==> config.mk <==
export PLATFORM = sky130hd
export DESIGN_NAME = program_loader
export DESIGN_NICKNAME = d
export VERILOG_FILES = /design/src/rtl/program_loader.sv
export SDC_FILE = /design/constraint.sdc
export NUM_CORES = 1
export LEC_CHECK = 0
export CELL_PAD_IN_SITES_DETAIL_PLACEMENT = 0
export CELL_PAD_IN_SITES_GLOBAL_PLACEMENT = 1
export CORE_MARGIN = 3
export CORE_UTILIZATION = 30
export CTS_CLUSTER_SIZE = 24
export DETAILED_ROUTE_END_ITERATION = 16
export PLACE_DENSITY = 0.61
export SKIP_CTS_REPAIR_TIMING = 1
export SLEW_MARGIN = 20
export SYNTH_ARGS = -nofsm -noshare
export SYNTH_HDL_FRONTEND = slang
export SYNTH_SLANG_ARGS = --single-unit
export TNS_END_PERCENT = 20
==> constraint.sdc <==
create_clock -name CLK -period 1.7 [get_ports CLK]
set_input_delay 0.34 -clock CLK [delete_from_list [all_inputs] [get_ports CLK]]
set_output_delay 0.34 -clock CLK [all_outputs]
set_load 0.05 [all_outputs]
==> src/rtl/program_loader.sv <==
// program_loader
//
// Write side of the processor's program memory. Accepts a framed byte stream
// over a valid/ready handshake. Each frame has the form:
//   count byte N, then N (high, low) byte pairs, then an XOR checksum byte.
// Each byte pair is assembled into one instruction word and written with a
// single-cycle WE pulse. The processor is held in reset (CPU_HOLD=1) unless
// the most recent load completed with a correct checksum.
//
// Parameters
//   ADDR_WIDTH   program memory address width (depth = 2**ADDR_WIDTH)
//   INSTR_WIDTH  instruction word width; the low 8 bits come from the low
//                byte and the remaining upper bits come from the high byte
//
// Ports
//   CLK       clock; all state changes occur on the rising edge
//   RST       asynchronous, active-high reset
//   START     begins a new load; honoured only in IDLE, DONE or ERROR
//   IN_DATA   stream byte
//   IN_VALID  IN_DATA is valid
//   IN_READY  loader can accept a byte (in COUNT, HI, LO, CHECK)
//   WE        program memory write enable, one-cycle pulse per word
//   WADDR     write address; holds its value after WE drops
//   WDATA     write data; holds its value after WE drops
//   CPU_HOLD  1 = processor held in reset; low only in DONE
//   BUSY      load in progress (COUNT through CHECK)
//   DONE      last load succeeded
//   ERR       last load failed
module program_loader #(
    parameter int unsigned ADDR_WIDTH  = 4,
    parameter int unsigned INSTR_WIDTH = 12
) (
    input  logic                   CLK,
    input  logic                   RST,
    input  logic                   START,
    input  logic [7:0]             IN_DATA,
    input  logic                   IN_VALID,
    output logic                   IN_READY,
    output logic                   WE,
    output logic [ADDR_WIDTH-1:0]  WADDR,
    output logic [INSTR_WIDTH-1:0] WDATA,
    output logic                   CPU_HOLD,
    output logic                   BUSY,
    output logic                   DONE,
    output logic                   ERR
);

    // Bits of the high byte that land in the instruction word.
    localparam int unsigned HiW   = INSTR_WIDTH - 8;
    // Word counter needs one extra bit so that a full memory (N = depth) fits.
    localparam int unsigned CntW  = ADDR_WIDTH + 1;
    localparam int unsigned Depth = 2 ** ADDR_WIDTH;
    localparam logic [8:0]  DepthB = 9'(Depth);

    typedef enum logic [2:0] {
        StIdle,
        StCount,
        StHi,
        StLo,
        StWrite,
        StCheck,
        StDone,
        StError
    } state_e;

    state_e                 state_q, state_d;
    logic [CntW-1:0]        count_q, count_d;   // words in the frame
    logic [CntW-1:0]        idx_q, idx_d;       // words assembled so far
    logic [HiW-1:0]         hi_q, hi_d;         // upper instruction bits
    logic [7:0]             xor_q, xor_d;       // running checksum
    logic [ADDR_WIDTH-1:0]  waddr_q, waddr_d;
    logic [INSTR_WIDTH-1:0] wdata_q, wdata_d;

    logic count_ok;
    logic hi_ok;

    // Count must be in 1..Depth.
    assign count_ok = (IN_DATA != 8'd0) && ({1'b0, IN_DATA} <= DepthB);
    // Any set bit above the bits that fit in the instruction word is an error.
    assign hi_ok    = ((IN_DATA >> HiW) == 8'd0);

    // ------------------------------------------------------------------
    // State register
    // ------------------------------------------------------------------
    always_ff @(posedge CLK or posedge RST) begin
        if (RST) begin
            state_q <= StIdle;
            count_q <= '0;
            idx_q   <= '0;
            hi_q    <= '0;
            xor_q   <= '0;
            waddr_q <= '0;
            wdata_q <= '0;
        end else begin
            state_q <= state_d;
            count_q <= count_d;
            idx_q   <= idx_d;
            hi_q    <= hi_d;
            xor_q   <= xor_d;
            waddr_q <= waddr_d;
            wdata_q <= wdata_d;
        end
    end

    // ------------------------------------------------------------------
    // Next-state logic
    // ------------------------------------------------------------------
    always_comb begin
        state_d = state_q;
        count_d = count_q;
        idx_d   = idx_q;
        hi_d    = hi_q;
        xor_d   = xor_q;
        waddr_d = waddr_q;
        wdata_d = wdata_q;

        unique case (state_q)
            StIdle, StDone, StError: begin
                if (START) begin
                    state_d = StCount;
                    idx_d   = '0;
                    xor_d   = '0;
                    waddr_d = '0;
                end
            end

            StCount: begin
                if (IN_VALID) begin
                    xor_d = IN_DATA;
                    if (count_ok) begin
                        count_d = IN_DATA[CntW-1:0];
                        state_d = StHi;
                    end else begin
                        state_d = StError;
                    end
                end
            end

            StHi: begin
                if (IN_VALID) begin
                    xor_d = xor_q ^ IN_DATA;
                    if (hi_ok) begin
                        hi_d    = IN_DATA[HiW-1:0];
                        state_d = StLo;
                    end else begin
                        state_d = StError;
                    end
                end
            end

            StLo: begin
                if (IN_VALID) begin
                    xor_d   = xor_q ^ IN_DATA;
                    // Address and data are captured here so they are stable
                    // for the whole WE cycle and persist afterwards.
                    waddr_d = idx_q[ADDR_WIDTH-1:0];
                    wdata_d = {hi_q, IN_DATA};
                    idx_d   = idx_q + 1'b1;
                    state_d = StWrite;
                end
            end

            StWrite: begin
                state_d = (idx_q == count_q) ? StCheck : StHi;
            end

            StCheck: begin
                if (IN_VALID) begin
                    state_d = (IN_DATA == xor_q) ? StDone : StError;
                end
            end

            default: state_d = StIdle;
        endcase
    end

    // ------------------------------------------------------------------
    // Outputs: decoded from state or taken straight from registers, so
    // nothing depends combinationally on IN_VALID or IN_DATA.
    // ------------------------------------------------------------------
    always_comb begin
        IN_READY = 1'b0;
        WE       = 1'b0;
        BUSY     = 1'b0;
        DONE     = 1'b0;
        ERR      = 1'b0;
        CPU_HOLD = 1'b1;

        unique case (state_q)
            StCount, StHi, StLo, StCheck: begin
                IN_READY = 1'b1;
                BUSY     = 1'b1;
            end
            StWrite: begin
                WE   = 1'b1;
                BUSY = 1'b1;
            end
            StDone: begin
                DONE     = 1'b1;
                CPU_HOLD = 1'b0;
            end
            StError: begin
                ERR = 1'b1;
            end
            default: ;
        endcase
    end

    assign WADDR = waddr_q;
    assign WDATA = wdata_q;

endmodule

Yosys cells after proc, flatten, opt, wreduce, memory -nomap -nowiden
Index checks and enable logic that the tools add are counted.

Bits in latches: 0. Word-level logic and storage cells: 67. ROM bits: 0. Input port bits: 12. Output and inout port bits: 22. Memories kept: 0. Bits in registers: 41. Bits in writable memories: 0.

Order comparisons: 1. Equality and inequality tests: 15. Reductions and logical operators: 16. Multipliers: 0. Shifts and indexed selects: 0. Multiplexer cells: 26. Bitwise gates (word level): 1. $add $sub $neg: 1. Div/mod/pow operators: 0.

Operators by type and width (count): 3-bit 2-to-1 mux (8); 8-bit 2-to-1 mux (3); 8-bit case mux with 3 select lines (1); 3-bit case mux with 6 select lines (1); 3-bit == test (second input constant) (4); 5-bit 2-to-1 mux (2); 2-bit != test (second input constant) (5); 5-bit case mux with 2 select lines (1); 3-bit AND reduction (3); 8-bit == test (1); 8-bit by 5-bit less-or-equal comparator with 1-bit output (second input constant) (1); 8-bit logical NOT (1); 4-bit 2-to-1 mux (2); 4-bit case mux with 2 select lines (1); 8-bit nonzero test (1); 8-bit bitwise XOR (1); 1-bit 2-to-1 mux (7); 3-bit by 2-bit == test with 1-bit output (second input constant) (2); 5-bit by 1-bit adder with 5-bit output (second input constant) (1); 5-bit == test (1); 5-bit AND reduction (1); 5-bit OR reduction (1); 4-bit AND reduction (1); 4-bit OR reduction (1); 9 further kinds (9).

Logic depth before layout (Yosys ltp)
Gate-level depths: netlist of run 1.

Depth in word-level cells: 5. Gate-level depth with buffers: 7. Depth with buffers taken out: 4.

Worst setup path after synthesis of run 1
Ideal clock, no wire load.

Path kind: register -> output. Start: register state_q[1]. End: output port CPU_HOLD. Setup slack: -0.757 ns. Cell stages (with the launch flop): 7. Data required time: 1.360 ns. Buffers on the path: 3. Arrival: 2.117 ns. Cell sequence: dfrtp_1 > buf_6 > clkbuf_1 > buf_2 > nand2_1 > nor2_1 > inv_1.

Cells in the longest elaborated chain, start to end: 2.

RTL lines: start, declared (RTL line 66) `state_e state_q, state_d;`; start signal, assigned (RTL line 87) `state_q <= StIdle;`; start signal, assigned (RTL line 95) `state_q <= state_d;`; 3-bit == test (RTL line 189) `unique case (state_q)`; 1-bit 2-to-1 mux (RTL line 189); end, declared (RTL line 42) `output logic CPU_HOLD,`.

Every way passes these cells.

Worst setup path after layout of run 1
Start: register state_q[0]. End: output port BUSY.

Cells in the longest elaborated chain, start to end: 3. Elaborated cells on any way between the ends: 7. Those cells by class: eq/ne (5); mux (1); reduce/logical (1).

RTL lines: 3-bit == test, or another cell as far along (RTL line 189); 5-bit OR reduction (no line) *; 1-bit 2-to-1 mux * (RTL line 189); end, declared (RTL line 43) `output logic BUSY,`.

Mark *: on every way between the ends. The rest lies on a longest branch, timed or not.

==> reports/results.ini, run 1 <==
[placement]
dp.cells = 364
pre_cts_slack_ns = -0.574
hpwl_um = 3950
gp_congestion = 0.774
port_buffers = 33

[logic_synthesis]
synth-seq-cells = 41
syn-instance-count = 204
yosysSeqAreaShare_pct = 45.4
synth.avg_cell_area_sq_um = 11.1
synth_top_area_share_pct = 45.4
synth_edf_count = 0
ys_warn_count = 0
synthArstFlopShare_pct = 100
yosys.area.top_type = dfrtp_1
synth_flop_cell = dfrtp_1
syn_area_sq_um = 2260
synth.distinct_cells = 44
synth.area.top_cells = dfrtp_1 45%, mux2_2 11%, xnor2_1 5.0%, mux2_4 3.3%, nor2b_1 2.5%
syn-num-nets = 217

[critical_path]
cp-end-kind = output port
cp-start-kind = register
rr_startpoint = state_q[1]
startpoint = state_q[0]
required_ns = 1.36
critPathMaxFanout = 15
path_class = reg -> out
critPathArrivalTime_ns = 1.42

[clock_network]
htree_levels = 2
clk_latency_ns = 0.30
cts_max_path_buffers = 2
path_clk_slew_ns = 0.09
cts-root-buf = clkbuf_8
cts_tree = built
cts_buffers = 5
clock-sinks = 41

[floorplanning]
core_sq_um = 7290
die_width_um = 92.8
pin_count = 34
die_area_sq_um = 8620
die_y_um = 92.8
start_util_pct = 31.0
num_rows = 31

[pwr]
finalPower_w = 0.00581
power.density_nw_per_um2 = 1800
power.leakage_nw = 1.49
peakVddDrop_mv = 1.06

[timing]
setup_ws_ns = -0.0582
worst_pin_slew_ns = 0.504
fin_crit_ns = 1.76
drv_slew = 0
slew_headroom_pct = 66.2
hold_viol = 0
fin_crit_sh_pct = 103
setup_viol = 3
setup_tns_ns = -0.0677
max_freq_mhz = 569
rsz0062_at_grt = true
skew_ns = 0.0107

[drt]
drtAntennaViolNets = 0
met3WireLength_um = 252
viasPerCell = 4.89
highest_layer = met4
wl_per_cell_um = 14.9
drtIter0Drc = 52
wl_met1_um = 2780
remaining_drc_errors = 0
totalWireLength_um = 5530
dr_wl_met2_um = 2380
first_pass_iters = 4
vias = 1818

[global_routing]
antenna_found_initial = 0
gr-total-overflow = 0
grt_pass1_wl_um = 9290
grtUsageTotal_pct = 13.8
grt_max_degree = 42
grt_pass1_vias = 1836

[layout]
diodes = 0
nets = 285
final_cells = 372
layout_commonest_cell = buf_4
drive_above_1_share_pct = 42.5
syn2layout_area_growth_pct = 42.3
layout_common_cells = 48 x buf_4, 39 x dfrtp_1, 23 x mux2_2

[job]
maxCapViolCount = 0

[run_status]
violations = setup timing
status = complete, but fails checks

[min_path]
hp-class = in -> async

==> registers in the layout, indices dropped and copies added (netlist names) <==
name,cells
count_q,5
WDATA,12
idx_q,5
xor_q,8
WADDR,4
state_q,3
hi_q,4
==> synthesized netlist by cell type, drive strengths merged, types with 2 or more instances <==
cell     number
nand3         7
mux2i         5
nor4          2
clkbuf        3
a22oi         6
and2          3
nor2          7
buf           7
a22o          4
nor3          5
nand2        11
nand4         7
dfrtp        41
and3          3
a21o          2
nand2b        6
o211ai        2
a221oi        2
a21oi         4
inv           3
mux2         28
xnor2        13
o21ai         6
nor2b         9
o2bb2ai       6
nand3b        2
==> cells by family (layout without fill, tap and decap cells) <==
logic type / after synthesis / in the layout / share of synthesized area, %
and+or+nand+nor: 64 / 64 / 16.3
DFF: 41 / 41 / 45.4
AOI/OAI and AO/OA: 39 / 39 / 12.7
muxes: 33 / 33 / 17.0
xor gates and xnor gates: 13 / 13 / 5.03
buffers and inverters: 13 / 82 / 3.04
adders and majority gates: 1 / 1 / 0.553
==> metal layers <==
metal / GRT usage, % / vias up
li1: - / 881
met1: 19.5 / 888
met2: 20.0 / 40
met3: 3.90 / 9
met4: 4.76 / 0
met5: 0 / -
==> through the flow <==
stage / area, sq um / hold slack [ns] / util (%)
finish: 3220 / 0.389 / 44.1
floorplan: 2300 / 0.474 / -
CTS: 3110 / 0.391 / 42.7
global placement: 3000 / 0.483 / 41.1
global route: 3220 / 0.418 / 44.1
detailed placement: 3000 / 0.489 / 41.1
==> critical path, cell delays in order, from the launching register on <==
cell,delay (ns)
dfrtp_1,0.38
buf_4,0.20
nor3_2,0.31
nor2_4,0.08
buf_12,0.15
==> final timing paths <==
path                               to  slack [ns]  depth (start not counted)
max reg2reg                  xor_q[0]        0.06                          4
max                              BUSY       -0.06                          4
min in group CLK           count_q[1]        0.49                          3
min reg2reg                   hi_q[3]        0.51                          1
min                          idx_q[2]        0.39                          3
max in group asynchronous  state_q[2]        1.09                          3
==> power breakdown <==
part	switching [W]	internal (W)	total (W)
logic	0.00184	0.00155	0.00338
clock network	0.000361	0.000441	0.000802
registers	0.000296	0.00133	0.00162
==> layout make-up <==
| cell class | instances | area (sq um) |
|---|---|---|
| Clock buffer | 6 | 72.6 |
| Clock inverter | 2 | 38.8 |
| Fill cell | 729 | 4070 |
| Inverter | 3 | 15.0 |
| Multi-Input combinational cell | 150 | 1250 |
| Sequential cell | 41 | 1030 |
| Tap cell | 99 | 124 |
| Timing Repair Buffer | 71 | 689 |
Power figures use the tool's default switching activity.
==> run 2, diff against run 1 <==
--- a/config.mk
+++ b/config.mk
@@ -11,6 +11,7 @@
 export CORE_UTILIZATION = 30
 export CTS_CLUSTER_SIZE = 24
 export DETAILED_ROUTE_END_ITERATION = 16
+export GPL_ROUTABILITY_DRIVEN = 0
 export PLACE_DENSITY = 0.61
 export SKIP_CTS_REPAIR_TIMING = 1
 export SLEW_MARGIN = 20
==> results of run 2 <==
Final layout, timing and power as in run 1 (identical DEF).
==> run 3, diff against run 2 <==
--- a/config.mk
+++ b/config.mk
@@ -14,7 +14,7 @@
 export GPL_ROUTABILITY_DRIVEN = 0
 export PLACE_DENSITY = 0.61
 export SKIP_CTS_REPAIR_TIMING = 1
-export SLEW_MARGIN = 20
+export SLEW_MARGIN = 40
 export SYNTH_ARGS = -nofsm -noshare
 export SYNTH_HDL_FRONTEND = slang
 export SYNTH_SLANG_ARGS = --single-unit
==> run 3 against run 2 <==
Against the previous run: the run still ends with setup timing left; non-clock buffer count increased by 1; core utilization is 0.10 points higher; maximum frequency increased by 0.13%; routed wire length increased by 0.20%; critical path type unchanged; clock skew shrank 0.0015 ns; sequential cell count unchanged; global-route usage did not move; final cell count up 0.27%; count of clock-buffer cells in the layout unchanged; power grew 0.33%.
==> reports/results.ini, run 3 (synthesis gave the netlist of run 1 again) <==
[critical_path]
critPathMaxFanout = 15  ; unchanged
crit_slowest_cell = dfrtp_1
rr_startpoint = state_q[1]
path_class = reg -> out
r2r_slack_ns = 0.06  ; about the same
cp-end-kind = output port
cpPeakStageDelay_ns = 0.38  ; about the same
cp-start-kind = register
critPathBufInv = 2  ; unchanged
crit_chain = buf_4, nor3_2, nor2_4, buf_12
critPathArrivalTime_ns = 1.42  ; about the same
required_ns = 1.36  ; about the same
r2r_cells = 5  ; +1
worstReg2RegEnd = xor_q[2]
critPathTopFamily = simple AND/OR/NAND/NOR gates

[layout]
layout_common_cells = 49 x buf_4, 39 x dfrtp_1, 23 x mux2_2
num-fill-cells = 730  ; +0.14%
layout_commonest_cell = buf_4
syn2layout_area_growth_pct = 42.6
nets = 286  ; +0.35%
largest_reg_flops = 12  ; unchanged
final_util_pct = 44.2  ; +0.10 points
drive_above_1_share_pct = 42.7  ; +0.21 points
diodes = 0  ; unchanged

[run_status]
violations = setup timing
status = complete, but fails checks

[global_routing]
grtUsageTotal_pct = 13.8  ; unchanged
antenna_found_initial = 0  ; unchanged
grt_max_degree = 42  ; unchanged
gr-total-overflow = 0  ; unchanged
grt_pass1_vias = 1836  ; unchanged
grt_pass1_wl_um = 9290  ; unchanged

[placement]
port_buffers = 33  ; unchanged
hpwl_um = 3950  ; unchanged
pre_cts_slack_ns = -0.574  ; unchanged

[timing]
hold-worst-slack_ns = 0.389  ; -0.000270 ns
drv_slew = 0  ; unchanged
setup_tns_ns = -0.0573  ; +0.0103 ns
slew_headroom_pct = 66.2  ; about the same
fin_crit_ns = 1.76  ; -0.00235 ns
rsz0062_at_grt = true
max_freq_mhz = 570  ; +0.13%
hold_viol = 0  ; unchanged
fin_crit_sh_pct = 103  ; -0.14 points
setup_viol = 2  ; -1
skew_ns = 0.00919  ; -0.00154 ns
setup_ws_ns = -0.0558  ; +0.00235 ns
worst_pin_slew_ns = 0.504  ; -0.00000596 ns

[pwr]
p_clk_share_pct = 13.8  ; about the same
seqPwrFrac_pct = 27.9  ; about the same
p_int_w = 0.00333  ; +0.39%
switching_power_w = 0.00250  ; +0.26%
peakVddDrop_mv = 1.06  ; about the same
power.density_nw_per_um2 = 1810  ; +0.10%
p_sw_share_pct = 42.9  ; about the same
combPwrFrac_pct = 58.3  ; about the same
power.leakage_nw = 1.49  ; +0.31%

[floorplanning]
pin_count = 34  ; unchanged
num_rows = 31  ; unchanged
start_util_pct = 31.0  ; unchanged
die_area_sq_um = 8620  ; unchanged
die_width_um = 92.8  ; unchanged
core_sq_um = 7290  ; unchanged
die_y_um = 92.8  ; unchanged

[clock_network]
cts-root-buf = clkbuf_8
cts_buffers = 5  ; unchanged
htree_levels = 2  ; unchanged
cts_max_path_buffers = 2  ; unchanged
clock-sinks = 41  ; unchanged
clk_latency_ns = 0.30  ; about the same
path_clk_slew_ns = 0.09  ; about the same
cts_tree = built

[drt]
first_pass_iters = 4  ; unchanged
totalWireLength_um = 5540  ; +0.20%
wl_per_cell_um = 14.8  ; about the same
viasPerCell = 4.92  ; +0.72%
met3WireLength_um = 229  ; -9.1%
drtAntennaViolNets = 0  ; unchanged
highest_layer = met4
drtIter0Drc = 47  ; -9.6%
remaining_drc_errors = 0  ; unchanged
vias = 1836  ; +0.99%
dr_wl_met2_um = 2440  ; +2.6%
wl_met1_um = 2770  ; -0.32%

[min_path]
hp-class = in -> async

[job]
maxCapViolCount = 0  ; unchanged

run 3: changes by cell type in the layout (fill, tap and decap cells not counted), sizes merged:
cell | before | now
buf | 60 | 61
run 3: stage by stage:
stage | total power, W | instances | cell area, sq um
after global placement | 0.00491 | 364 | 3000
after detailed placement | 0.00492 | 364 | 3000
after CTS | 0.00576 | 372 | 3110
after global routing | 0.00621 | 373 | 3230
final | 0.00583 | 373 | 3230
after floorplan | 0.00381 | 204 | 2300
run 3: worst min-delay path, stage by stage:
cell and delay (ns):
clkdlybuf4s50_1 0.39, inv_1 0.09, buf_12 0.24
run 3: cell type report:
| class | instances | area [sq um] | share of cell area [%] |
|---|---|---|---|
| clock buffer | 6 | 72.6 | 2.25 |
| sequential | 41 | 1030 | 31.9 |
| tap | 99 | 124 | 3.84 |
| inverter | 3 | 15.0 | 0.465 |
| multi-input combinational | 150 | 1250 | 38.8 |
| timing repair buffer | 72 | 697 | 21.6 |
| clock inverter | 2 | 38.8 | 1.20 |
run 3: how the worst max path moves through the flow:
stage                    start         end  slack, ns  depth (start not counted)
floorplan           state_q[1]    CPU_HOLD      -0.08                          6
global placement    IN_DATA[0]  count_q[2]      -0.55                          8
detailed placement  IN_DATA[0]  count_q[0]      -0.57                          8
CTS                 IN_DATA[0]  count_q[3]      -0.25                          8
global route        state_q[0]        BUSY      -0.12                          4
finish              state_q[0]        BUSY      -0.06                          4
run 3: metal layers:
layer	global-route usage (%)	vias to the layer above
met3	3.90	6
met2	20.0	36
met4	4.76	0
li1	-	886
met1	19.5	908
met5	0	-
run 3: power by group through the flow:
stage                     Clock, W  Combinational (W)  Sequential [W]
after floorplan                  0            0.00177         0.00204
after global routing      0.000885            0.00365         0.00168
after detailed placement         0            0.00330         0.00162
after global placement           0            0.00329         0.00162
final                     0.000806            0.00340         0.00162
after CTS                 0.000842            0.00330         0.00161
